$ cat src/rtl/udp_tx_pkt_gen.sv
// Multi-packet UDP payload source for my_ip_send: sequences packets, gaps and payload words.
// send_en rises one cycle after start; each word is registered on the request edge; pacing is set by the sender's requests.
module udp_tx_pkt_gen #(
  parameter int          DATA_W    = 32,
  parameter int          LEN_W     = 16,
  parameter int          CNT_W     = 16,
  parameter int          GAP_W     = 16,
  parameter int          TIMEOUT   = 65535,
  parameter logic [31:0] PRBS_SEED = 32'h0000_0001
) (
  input  logic              eth_tx_clk,
  input  logic              sys_rst_n,
  input  logic              start,
  input  logic              stop,
  input  logic [1:0]        cfg_mode,
  input  logic [LEN_W-1:0]  cfg_len,
  input  logic [CNT_W-1:0]  cfg_pkt_num,
  input  logic [GAP_W-1:0]  cfg_gap,
  input  logic [DATA_W-1:0] cfg_pattern,
  output logic              send_en,
  output logic [LEN_W-1:0]  send_data_num,
  output logic [DATA_W-1:0] send_data,
  input  logic              read_data_req,
  input  logic              send_end,
  output logic              busy,
  output logic              done,
  output logic [CNT_W-1:0]  pkt_cnt,
  output logic              overrun_err,
  output logic              timeout_err
);

  localparam int BPW_LG = (DATA_W == 8) ? 0 : (DATA_W == 16) ? 1 : 2;
  localparam int BPW    = DATA_W / 8;
  localparam int WD_W   = (TIMEOUT > 1) ? $clog2(TIMEOUT) : 1;

  typedef enum logic [2:0] {
    S_IDLE,
    S_LAUNCH,
    S_WAIT_END,
    S_GAP,
    S_FINISH
  } state_t;

  state_t             r_state;
  state_t             w_state_nxt;

  logic [1:0]         r_mode;
  logic [LEN_W-1:0]   r_len;
  logic [CNT_W-1:0]   r_pkt_num;
  logic [GAP_W-1:0]   r_gap;
  logic [DATA_W-1:0]  r_pattern;
  logic [LEN_W:0]     r_exp_words;
  logic [LEN_W:0]     r_word_idx;
  logic [DATA_W-1:0]  r_inc;
  logic [31:0]        r_lfsr;
  logic [DATA_W-1:0]  r_send_data;
  logic [CNT_W-1:0]   r_pkt_cnt;
  logic               r_overrun_err;
  logic               r_timeout_err;
  logic               r_stop_pending;
  logic [WD_W-1:0]    r_wd;
  logic [GAP_W-1:0]   r_gap_cnt;

  logic               w_start;
  logic               w_serve;
  logic               w_overrun;
  logic               w_complete;
  logic               w_timeout;
  logic               w_last;
  logic [CNT_W-1:0]   w_pkt_cnt_inc;
  logic [LEN_W:0]     w_exp_calc;
  logic               w_lfsr_fb;

  // Word count rounds the byte length up to whole DATA_W words.
  assign w_exp_calc = ({1'b0, cfg_len} + (LEN_W+1)'(BPW - 1)) >> BPW_LG;
  assign w_lfsr_fb  = r_lfsr[31] ^ r_lfsr[21] ^ r_lfsr[1] ^ r_lfsr[0];

  always_ff @(posedge eth_tx_clk or negedge sys_rst_n) begin
    if (!sys_rst_n) r_state <= S_IDLE;
    else            r_state <= w_state_nxt;
  end

  always_comb begin
    w_state_nxt   = r_state;
    send_en       = 1'b0;
    busy          = 1'b1;
    done          = 1'b0;
    w_start       = 1'b0;
    w_serve       = 1'b0;
    w_overrun     = 1'b0;
    w_complete    = 1'b0;
    w_timeout     = 1'b0;
    w_pkt_cnt_inc = r_pkt_cnt + CNT_W'(1);
    w_last        = stop || r_stop_pending ||
                    ((r_pkt_num != '0) && (w_pkt_cnt_inc == r_pkt_num));
    case (r_state)
      S_IDLE: begin
        busy = 1'b0;
        if (start) begin
          w_start     = 1'b1;
          w_state_nxt = S_LAUNCH;
        end
      end
      S_LAUNCH: begin
        send_en     = 1'b1;
        w_state_nxt = S_WAIT_END;
      end
      S_WAIT_END: begin
        if (read_data_req) begin
          if (r_word_idx < r_exp_words) w_serve   = 1'b1;
          else                          w_overrun = 1'b1;
        end
        if (send_end) begin
          w_complete = 1'b1;
          if (w_last)              w_state_nxt = S_FINISH;
          else if (r_gap != '0)    w_state_nxt = S_GAP;
          else                     w_state_nxt = S_LAUNCH;
        end else if (r_wd == WD_W'(TIMEOUT - 1)) begin
          w_timeout   = 1'b1;
          w_state_nxt = S_FINISH;
        end
      end
      S_GAP: begin
        if (stop || r_stop_pending)              w_state_nxt = S_FINISH;
        else if (r_gap_cnt == r_gap - GAP_W'(1)) w_state_nxt = S_LAUNCH;
      end
      S_FINISH: begin
        done        = 1'b1;
        w_state_nxt = S_IDLE;
      end
      default: w_state_nxt = S_IDLE;
    endcase
  end

  always_ff @(posedge eth_tx_clk or negedge sys_rst_n) begin
    if (!sys_rst_n) begin
      r_mode         <= '0;
      r_len          <= '0;
      r_pkt_num      <= '0;
      r_gap          <= '0;
      r_pattern      <= '0;
      r_exp_words    <= '0;
      r_word_idx     <= '0;
      r_inc          <= '0;
      r_lfsr         <= PRBS_SEED;
      r_send_data    <= '0;
      r_pkt_cnt      <= '0;
      r_overrun_err  <= 1'b0;
      r_timeout_err  <= 1'b0;
      r_stop_pending <= 1'b0;
      r_wd           <= '0;
      r_gap_cnt      <= '0;
    end else begin
      if (stop && (r_state != S_IDLE)) r_stop_pending <= 1'b1;

      if (w_start) begin
        r_mode         <= cfg_mode;
        r_len          <= cfg_len;
        r_pkt_num      <= cfg_pkt_num;
        r_gap          <= cfg_gap;
        r_pattern      <= cfg_pattern;
        r_exp_words    <= w_exp_calc;
        r_pkt_cnt      <= '0;
        r_overrun_err  <= 1'b0;
        r_timeout_err  <= 1'b0;
        r_inc          <= '0;
        r_lfsr         <= PRBS_SEED;
        r_stop_pending <= 1'b0;
      end

      if (r_state == S_LAUNCH) begin
        r_word_idx <= '0;
        r_wd       <= '0;
      end else if (r_state == S_WAIT_END) begin
        r_wd <= r_wd + WD_W'(1);
      end

      // Sequence generators advance only on served words, so they run on across packets.
      if (w_serve) begin
        r_word_idx <= r_word_idx + (LEN_W+1)'(1);
        case (r_mode)
          2'd1: begin
            r_send_data <= r_lfsr[31 -: DATA_W];
            r_lfsr      <= {r_lfsr[30:0], w_lfsr_fb};
          end
          2'd2: r_send_data <= r_pattern;
          default: begin
            r_send_data <= r_inc;
            r_inc       <= r_inc + DATA_W'(1);
          end
        endcase
      end

      if (w_overrun)  r_overrun_err <= 1'b1;
      if (w_timeout)  r_timeout_err <= 1'b1;
      if (w_complete) r_pkt_cnt     <= w_pkt_cnt_inc;

      if (r_state == S_GAP) r_gap_cnt <= r_gap_cnt + GAP_W'(1);
      else                  r_gap_cnt <= '0;
    end
  end

  assign send_data_num = r_len;
  assign send_data     = r_send_data;
  assign pkt_cnt       = r_pkt_cnt;
  assign overrun_err   = r_overrun_err;
  assign timeout_err   = r_timeout_err;

endmodule

$ cat config.mk
export PLATFORM = sky130hd
export DESIGN_NAME = udp_tx_pkt_gen
export DESIGN_NICKNAME = d
export VERILOG_FILES = /design/src/rtl/udp_tx_pkt_gen.sv
export SDC_FILE = /design/constraint.sdc
export NUM_CORES = 1
export LEC_CHECK = 0
export CORE_UTILIZATION = 45
export CTS_BUF_LIST = sky130_fd_sc_hd__clkbuf_4 sky130_fd_sc_hd__clkbuf_8
export CTS_CLUSTER_SIZE = 30
export DETAILED_ROUTE_END_ITERATION = 8
export PLACE_DENSITY = 0.67
export SKIP_CTS_REPAIR_TIMING = 1
export SYNTH_ARGS = -nofsm -noshare
export SYNTH_HDL_FRONTEND = slang
export SYNTH_SLANG_ARGS = --single-unit
$ cat constraint.sdc
create_clock -name eth_tx_clk -period 3.3 [get_ports eth_tx_clk]
set_input_delay 0.99 -clock eth_tx_clk [delete_from_list [all_inputs] [get_ports eth_tx_clk]]
set_output_delay 0.99 -clock eth_tx_clk [all_outputs]
set_load 0.01 [all_outputs]
==> results of run 1 <==
## flip-flops by register name, summed over array words and instances (netlist names), 2 cells and up
register       count
r_gap_cnt         16
r_pkt_num         16
r_wd              16
send_data         32
r_mode             2
r_pattern         32
pkt_cnt           16
r_state            3
r_gap             16
send_data_num     16
r_inc             32
r_exp_words       15
r_word_idx        17
r_lfsr            32
## cell usage in the layout, fill, tap and decap left out, drive strengths merged, types with 5 or more instances in the layout
cell           instances
nand4                 26
a221o                 32
o21ai                178
clkbuf                72
a31oi                  8
nand2                435
a21oi                 32
a21o                   6
and4                   8
xor2                  29
or3                   12
o31ai                 22
inv                   29
and3                  38
ha                    24
clkdlybuf4s50        154
nand3                 47
o211ai                18
dfrtp                263
nor3                  19
nor2                  45
xnor2                 44
mux2i                 19
and2                   6
nand2b                 5
buf                   34
nor4                  11
## worst max-delay path, stage by stage (launching register included)
cell and delay, ns:
dfrtp_1 0.44, ha_1 0.32, a21o_1 0.16, a21o_1 0.18, a211o_1 0.29, o211ai_1 0.13
o211a_1 0.36, nand4_1 0.44, o211ai_1 0.33, o31ai_1 0.11
## area by class of cell
class / instances / area share (%)
inverter: 28 / 0.6462
timing repair buffer: 189 / 11.86
multi-input combinational: 1113 / 38.03
clock inverter: 6 / 0.2539
sequential: 264 / 40.63
clock buffer: 72 / 5.631
tap: 384 / 2.954
## metrics by stage
step                worst slack, ns  hold WS, ns  power [W]
floorplan                    0.7675       0.4425   0.007605
global placement             0.2431       0.4596   0.009440
detailed placement           0.1972       0.4616   0.009565
CTS                         0.08280       0.2950    0.01274
global route                 0.1638       0.3072    0.01352
finish                       0.3990       0.3027    0.01261
## Yosys cell counts, types with 3 or more instances
cell type,count
buf_2,8
dfrtp_1,263
nor3b_1,4
or4_4,3
ha_1,24
nand2b_1,5
clkbuf_1,75
xnor2_1,44
a21o_1,6
a21oi_1,32
o21ai_0,178
mux2i_1,19
a221o_1,32
nor2_1,45
a211o_1,3
nor4_1,10
nor2b_1,3
o41ai_1,4
or3_1,12
and2_1,5
nor3_1,17
a211oi_1,3
and4_1,8
a31oi_1,8
and3_1,38
nand4_1,26
nand2_1,434
xor2_1,29
o211ai_1,18
nand3b_1,4
o31ai_1,22
inv_1,27
nand3_1,47
o2111ai_1,3
## metal layers
layer	up-vias	global-route usage [%]	wire length (µm)
met5	-	0	0
li1	5482	-	-
met4	0	8.296	926
met2	260	38.10	16080
met1	5427	29.79	14800
met3	66	3.224	1254
## power groups by stage
stage	registers [W]	clock network [W]	logic, W
after global placement	0.00474	0	0.00470
after detailed placement	0.00476	0	0.00480
after CTS	0.00472	0.00318	0.00484
after floorplan	0.00472	0	0.00289
after global routing	0.00483	0.00332	0.00536
final	0.00472	0.00311	0.00478
## path summary, 6_finish.rpt
path / from / to
min: sys_rst_n / pkt_cnt[6]$_DFFE_PN0P_
max in group asynchronous: sys_rst_n / r_lfsr[8]$_DFF_PN0_
max: r_word_idx[10]$_DFFE_PN0P_ / r_inc[17]$_DFF_PN0_
max reg2reg: r_word_idx[10]$_DFFE_PN0P_ / r_inc[17]$_DFF_PN0_
min reg2reg: r_pattern[15]$_DFFE_PN0P_ / r_pattern[15]$_DFFE_PN0P_
min in group eth_tx_clk: r_pattern[15]$_DFFE_PN0P_ / r_pattern[15]$_DFFE_PN0P_
## cell families (layout without fill, tap and decap cells)
kind of cell	Yosys count	count (layout)
AOI/OAI and AO/OA	324	324
xor gates and xnor gates	73	73
adders and majority gates	24	24
buffers and inverters	113	295
DFF	264	264
muxes	19	19
and+or+nand+nor	673	673
==> results.ini, run 1 <==
[routing]
drc_errors = 0
postRouteAntennaNets = 0
vias = 11235
finalWirelength_um = 33060
drtIter0Drc = 837
wire_per_inst_um = 16.08
first_pass_iters = 5
post_drt_via_cell_ratio = 5.464

[yosys]
synth.top_cells.by_area = dfrtp_1 (50%), nand2_1 (12%), o21ai_0 (6.7%), xnor2_1 (2.9%), a221o_1 (2.4%)
synth_xor_area_share_pct = 4.834
synth_fa_ha_area_share_pct = 2.270
synthFlopType = dfrtp_1
synth_area_per_cell_um2 = 8.878
synth_fp_nets = 1602
synth_top_family_by_area = simple AND/OR/NAND/NOR gates
synthArstFlopShare_pct = 100.0
ys_ff_latch = 264
synth.cell_area_um2 = 13230
yosysUniqueCellTypes = 61
synth_top_area_cell = dfrtp_1
yosysWarnings = 0
synth-edff-count = 0
synth-simple-area-share_pct = 22.90
yosys.area.top_type_share_pct = 49.75
synth_mux_area_share_pct = 1.438
synth_compound_area_share_pct = 15.21
synth_seq_area_share_pct = 49.95
synthCells = 1490

[clocking]
cts.clk_slew.worst_paths_ns = 0.06
clock_path_buffers = 3
htreeDepth = 2
cts_buffers = 47
cts.sinks = 264
clk_latency_ns = 0.57
cts_tree = built
cts_root_buffer = clkbuf_8

[global_route]
grt-ovfl-total = 0
grt_max_degree = 94
antenna_found_initial = 0
grt_pass1_vias = 11267
grt_pass1_wl_um = 56330
grt_usage_pct = 22.67

[status]
status = finished clean

[final_layout]
areaGrowthSynthToFinish_pct = 22.96
multiInputGateArea_um2 = 6185
antennaDiodeCount = 0
final_cells = 2056
fin_util_pct = 56.51
fill_cells = 2585
fin_area_um2 = 16260
drive_gt1_share_pct = 7.715
seq_area_um2 = 6608
fin_nets = 1755

[setup_path]
ff2ff_setup_slack_ns = 0.40
crit_path_end_kind = flop
critPathKind = reg2reg
start_kind = flop
worstPathArrival_ns = 3.34
r2r_cells = 9
path_max_fanout = 10
crit_required_ns = 3.74

[sta]
finalCritPeriodShare_pct = 87.91
fin_crit_ns = 2.901
grt_setup_unrepaired = false
finalSetupViolCount = 0
skew_ns = 0.02852
slew_violations = 0
timing.fmax_ghz = 0.3447
worst_slew_margin_rel_pct = 16.50
tightest_slew_ns = 1.253
hold_viol = 0
fin_tns_setup_ns = 0

[power_and_ir_drop]
cellLeakagePower_nw = 7.360
seqPwrFrac_pct = 37.4
intPower_w = 0.007871
powerDensity_nw_per_um2 = 775.2
power.switching_w = 0.004736
clkPwrFrac_pct = 24.7
pwr-share-comb_pct = 37.9
ir_drop_v = 0.0004917
switching_share_pct = 37.57

[placement]
placed_area_um2 = 15300
portBuffers = 156
dp.cells = 1978
gp_congestion = 0.8518
dp_hpwl_um = 22360

[die]
start_util_pct = 45.96
fp.dieW_um = 173.5
core_area_um2 = 28780
rows = 62
die_area_um2 = 30080
ios = 157
die_y_um = 173.5

[worst_hold_path]
hold_path_class = in2async

[job]
max_cap_violations = 0

Note: power is estimated with default switching activity, not from simulation.
==> inputs of run 2 (changes only) <==
--- a/config.mk
+++ b/config.mk
@@ -11,6 +11,7 @@
 export DETAILED_ROUTE_END_ITERATION = 8
 export PLACE_DENSITY = 0.67
 export SKIP_CTS_REPAIR_TIMING = 1
+export SLEW_MARGIN = 0
 export SYNTH_ARGS = -nofsm -noshare
 export SYNTH_HDL_FRONTEND = slang
 export SYNTH_SLANG_ARGS = --single-unit
==> results of run 2 <==
Final layout, timing and power as in run 1 (identical DEF).
==> patch 1: new RTL, flow settings as in run 1 <==
Set the parameter `CNT_W` to 20 (it was 16).
--- a/src/rtl/udp_tx_pkt_gen.sv
+++ b/src/rtl/udp_tx_pkt_gen.sv
@@ -3,7 +3,7 @@
 module udp_tx_pkt_gen #(
   parameter int          DATA_W    = 32,
   parameter int          LEN_W     = 16,
-  parameter int          CNT_W     = 16,
+  parameter int          CNT_W     = 20,
   parameter int          GAP_W     = 16,
   parameter int          TIMEOUT   = 65535,
   parameter logic [31:0] PRBS_SEED = 32'h0000_0001
Interface: changed (resized cfg_pkt_num and pkt_cnt); port bits go from 157 to 165. The function was not compared with the original's and may differ.
==> patch 1 against run 1 <==
  * Power increased by 6.2%
  * Critical path type is now flop to output pin
  * Final cell count increased by 5.0%
  * Sequential cell count increased by 8
  * Area after synthesis increased by 5.8%
  * Highest routed layer unchanged
  * Setup slack got worse by 0.057 ns
  * Wire length increased by 6.7%
  * Largest cell class unchanged
  * Final area increased by 5.4%
==> patch 1: results (changes against run 1) <==
| Metric | Value |
|---|---|
| Status | finished, final reports clean (unchanged) |
| Worst slew pin tran | 0.7717 ns (was 1.253 ns) |
| Multi-input combinational area share | 0.3907 (was 0.3803) |
| Worst R2R End | r_word_idx[8] (was r_inc[17]) |
| Synth unique cells | 78 (was 61) |
| Met3 Wirelength | 1.744 mm (was 1.254 mm) |
| DR vias/cell | 5.459 (was 5.464) |
| Post-synth top cells | nand2_1 (462), dfrtp_1 (271), o21ai_0 (172), clkbuf_1 (69), nor2_1 (61) (was nand2_1 (434), dfrtp_1 (263), o21ai_0 (178), clkbuf_1 (75), nand3_1 (47)) |
| Sequential element share of the synthesized area | 0.4865 (was 0.4995) |
| Filler Cell Count | 2741 (was 2585) |
| M3 GR Usage | 0.03836 (was 0.03224) |
| Critical path data arrival time | 1.97 ns (was 3.34 ns) |
| Dpl ws | 0.1085 ns (was 0.1972 ns) |
| Final std cells w/o fill | 2159 (was 2056) |
| Reg2Reg Setup Slack | 0.44 ns (was 0.40 ns) |
| DR iter-0 viols | 726 (was 837) |
| Leak | 7.856 nW (was 7.360 nW) |
| Syn avg cell area | 8.925 sq um (was 8.878 sq um) |
| Met1 WL | 16.79 mm (was 14.80 mm) |
| GPL Wtd Cong | 0.8505 (was 0.8518) |
| Nets | 1841 (was 1755) |
| Setup crit end | busy (was r_inc[17]) |
| # port buffers | 164 (was 156) |
| DR WL met2 | 16.05 mm (was 16.08 mm) |
| Total track usage | 0.2295 (was 0.2267) |
| Inverter count | 30 (was 28) |
| Fin util | 0.5603 (was 0.5651) |
| Post-Synth XOR/XNOR Area | 0.04819 (was 0.04834) |
| Placed Instances | 2071 (was 1978) |
| Int Pwr | 8.261 mW (was 7.871 mW) |
| Syn Nets | 1684 (was 1602) |
| FFs & Latches | 272 (was 264) |
| Final WS setup | 0.3421 ns (was 0.3990 ns) |
| Bufs w/o clock | 197 (was 189) |
| Buffering overhead | 0.1149 (was 0.1186) |
| Post-DP HPWL | 24.29 mm (was 22.36 mm) |
| Synth top area cells | dfrtp_1 (48%), nand2_1 (12%), o21ai_0 (6.2%) (was dfrtp_1 (50%), nand2_1 (12%), o21ai_0 (6.7%)) |
| Slowest stage cell, crit path | clkdlybuf4s50_1 (was dfrtp_1) |
| Vias in the first global route | 11450 (was 11270) |
| Post-DP Area | 16080 sq um (was 15300 sq um) |
| First-pass GRT wire length | 58.92 mm (was 56.33 mm) |
-- patch 1: cell types whose count changed in the layout (fill, tap and decap cells not counted), sizes merged, moves of 7 or more --
cell | before | now
mux2i | 19 | 34
or3 | 12 | 5
dfrtp | 263 | 271
mux2 | 0 | 10
o211ai | 18 | 6
xnor2 | 44 | 35
o31ai | 22 | 9
nand3 | 47 | 59
nor2 | 45 | 61
xor2 | 29 | 42
clkdlybuf4s50 | 154 | 163
nand2 | 435 | 462
clkbuf | 72 | 81
-- patch 1: power groups by stage --
stage / registers, mW / logic [mW] / clock network [mW]
2_1_floorplan: 4.79 / 3.35 / 0
3_3_place_gp: 4.90 / 5.08 / 0
3_5_place_dp: 4.91 / 5.19 / 0
4_1_cts: 4.87 / 5.22 / 3.44
5_1_grt: 4.99 / 5.81 / 3.59
6_report: 4.87 / 5.18 / 3.34
==> patch 2: new RTL, flow settings as in run 1 <==
Made on the original files. Encoding of `state_t`: now Gray code (3 bits for 5 states).
--- a/src/rtl/udp_tx_pkt_gen.sv
+++ b/src/rtl/udp_tx_pkt_gen.sv
@@ -34,11 +34,11 @@
   localparam int WD_W   = (TIMEOUT > 1) ? $clog2(TIMEOUT) : 1;
 
   typedef enum logic [2:0] {
-    S_IDLE,
-    S_LAUNCH,
-    S_WAIT_END,
-    S_GAP,
-    S_FINISH
+    S_IDLE     = 3'b000,
+    S_LAUNCH   = 3'b001,
+    S_WAIT_END = 3'b011,
+    S_GAP      = 3'b010,
+    S_FINISH   = 3'b110
   } state_t;
 
   state_t             r_state;
Formal check against the unedited RTL: same outputs for any inputs over 4 cycles, from zero or initial values and one cycle with sys_rst_n low; so few cycles prove little.
==> patch 2 against run 1 <==
  * Sequential cell count unchanged
  * Critical path depth decreased by 5
  * Global-route usage decreased by 0.22 points
  * Setup slack got worse by 0.20 ns
  * Non-clock buffer count increased by 2
  * Wire length increased by 2.0%
  * Clock power increased by 3%
  * Register-to-register slack got worse by 0.07 ns
  * Sequential share of layout area decreased by 1.0 points
  * Power decreased by 5.2%
  * Area after synthesis increased by 2.9%
  * Final area increased by 2.6%
  * Die area increased by 2.9%
  * Critical endpoint is now send_en
==> patch 2: results (changes against run 1) <==
| Metric | Value |
|---|---|
| TritonCTS Buffers | 46 (was 47) |
| Slowest stage cell, crit path | clkdlybuf4s50_1 (was dfrtp_1) |
| GPL Wtd Cong | 0.8724 (was 0.8518) |
| Share of cells above drive strength 1 | 0.09002 (was 0.07715) |
| DR iter-0 viols | 812 (was 837) |
| Top Family by Delay on Critical Path | buffers and inverters (was compound AO/OA/AOI/OAI gates) |
| Post-synth top cells | nand2_1 (437), dfrtp_1 (263), o21ai_0 (126), nor2_1 (82), clkbuf_1 (71) (was nand2_1 (434), dfrtp_1 (263), o21ai_0 (178), clkbuf_1 (75), nand3_1 (47)) |
| Total track usage | 0.2245 (was 0.2267) |
| Skew final | 0.03607 ns (was 0.02852 ns) |
| Routed wire length | 33.74 mm (was 33.06 mm) |
| Initial antenna violation count | 1 (was 0) |
| Synth top area cells | dfrtp_1 (48%), nand2_1 (12%), o21ai_0 (4.6%) (was dfrtp_1 (50%), nand2_1 (12%), o21ai_0 (6.7%)) |
| Syn Nets | 1668 (was 1602) |
| Vias post-DR | 11650 (was 11240) |
| Vias in the first global route | 11270 (about the same) |
| Maximum fanout along the worst path | 7 (was 10) |
| Sw frac | 0.3688 (was 0.3757) |
| Critical path data arrival time | 2.12 ns (was 3.34 ns) |
| Post-DP HPWL | 23.42 mm (was 22.36 mm) |
| Dpl ws | 0.2322 ns (was 0.1972 ns) |
| Rel. slew slack | 0.4910 (was 0.1650) |
| Status | finished, final reports clean (unchanged) |
| Min Tclk post-route | 3.105 ns (was 2.901 ns) |
| Slowest stage delay, CP | 0.61 ns (was 0.44 ns) |
| Leak | 7.637 nW (was 7.360 nW) |
| Worst vdd ir | 0.4092 mV (was 0.4917 mV) |
| Adder-Cell Fraction of Synth Area | 0.02114 (was 0.02270) |
| First-pass GRT wire length | 56.84 mm (was 56.33 mm) |
| Sequential element share of the synthesized area | 0.4855 (was 0.4995) |
| Filler Cell Count | 2703 (was 2585) |
| Synth unique cells | 77 (was 61) |
[patch 2: cell types whose count changed after synthesis, sizes merged, moves of 9 or more]
| cell | change |
|---|---|
| a21oi | +28 |
| a221o | -30 |
| a22o | +13 |
| a22oi | +32 |
| mux2i | +9 |
| nor2 | +38 |
| o211ai | -12 |
| o21ai | -50 |
| o31ai | -9 |
| xnor2 | -12 |
[patch 2: cell type report]
cell class              count  area [sq um]  share of cell area
multi-input cells        1175          6554              0.3927
well taps                 390         488.0             0.02924
flip-flops and latches    264          6608              0.3960
inverters                  30         112.6            0.006748
clock buffers              78         954.7             0.05721
diodes                      1         2.502           0.0001500
repair buffers            191          1917              0.1149
clock inverters             6         51.30            0.003074
[patch 2: cell families (layout without fill, tap and decap cells)]
kind of cell | after synthesis | count (layout)
compound gates | 324 | 324
xor+xnor | 58 | 58
fa+ha+maj | 23 | 23
buf+inv | 118 | 305
flops | 264 | 264
mux | 29 | 29
other cells | 0 | 1
simple gates | 741 | 741
[patch 2: path summary, 6_finish.rpt]
check                               from             to  slack (ns)
max                           r_state[0]        send_en        0.19
min                            sys_rst_n   r_gap_cnt[8]        0.40
max reg2reg                r_word_idx[2]  r_word_idx[6]        0.33
min reg2reg                r_pattern[17]  r_pattern[17]        0.47
max in group asynchronous      sys_rst_n     r_lfsr[27]        2.03
min in group eth_tx_clk    r_pattern[17]  r_pattern[17]        0.47
[patch 2: per-layer routing]
metal,vias up,part of all wire,global-route usage
met5,-,0,0
met2,283,0.44,0.3488
met4,0,0.026,0.07645
li1,5724,-,-
met3,65,0.052,0.03333
met1,5576,0.48,0.3198
[patch 2: through the flow]
step / util / instance area [sq um] / hold slack [ns] / std cells / total power [mW]
2_1_floorplan: - / 13610 / 0.4407 / 1557 / 7.201
3_3_place_gp: 0.5276 / 15680 / 0.4581 / 2050 / 8.728
3_5_place_dp: 0.5276 / 15680 / 0.4631 / 2050 / 8.827
4_1_cts: 0.5615 / 16680 / 0.4057 / 2134 / 12.08
5_1_grt: 0.5615 / 16690 / 0.4460 / 2135 / 12.80
6_report: 0.5615 / 16690 / 0.4010 / 2135 / 11.95
[patch 2: power by group through the flow]
stage	clock network (mW)	registers [mW]	logic, mW
floorplan	0	4.72	2.49
global placement	0	4.81	3.92
detailed placement	0	4.83	4.00
CTS	3.28	4.78	4.02
global route	3.42	4.89	4.49
finish	3.20	4.78	3.98
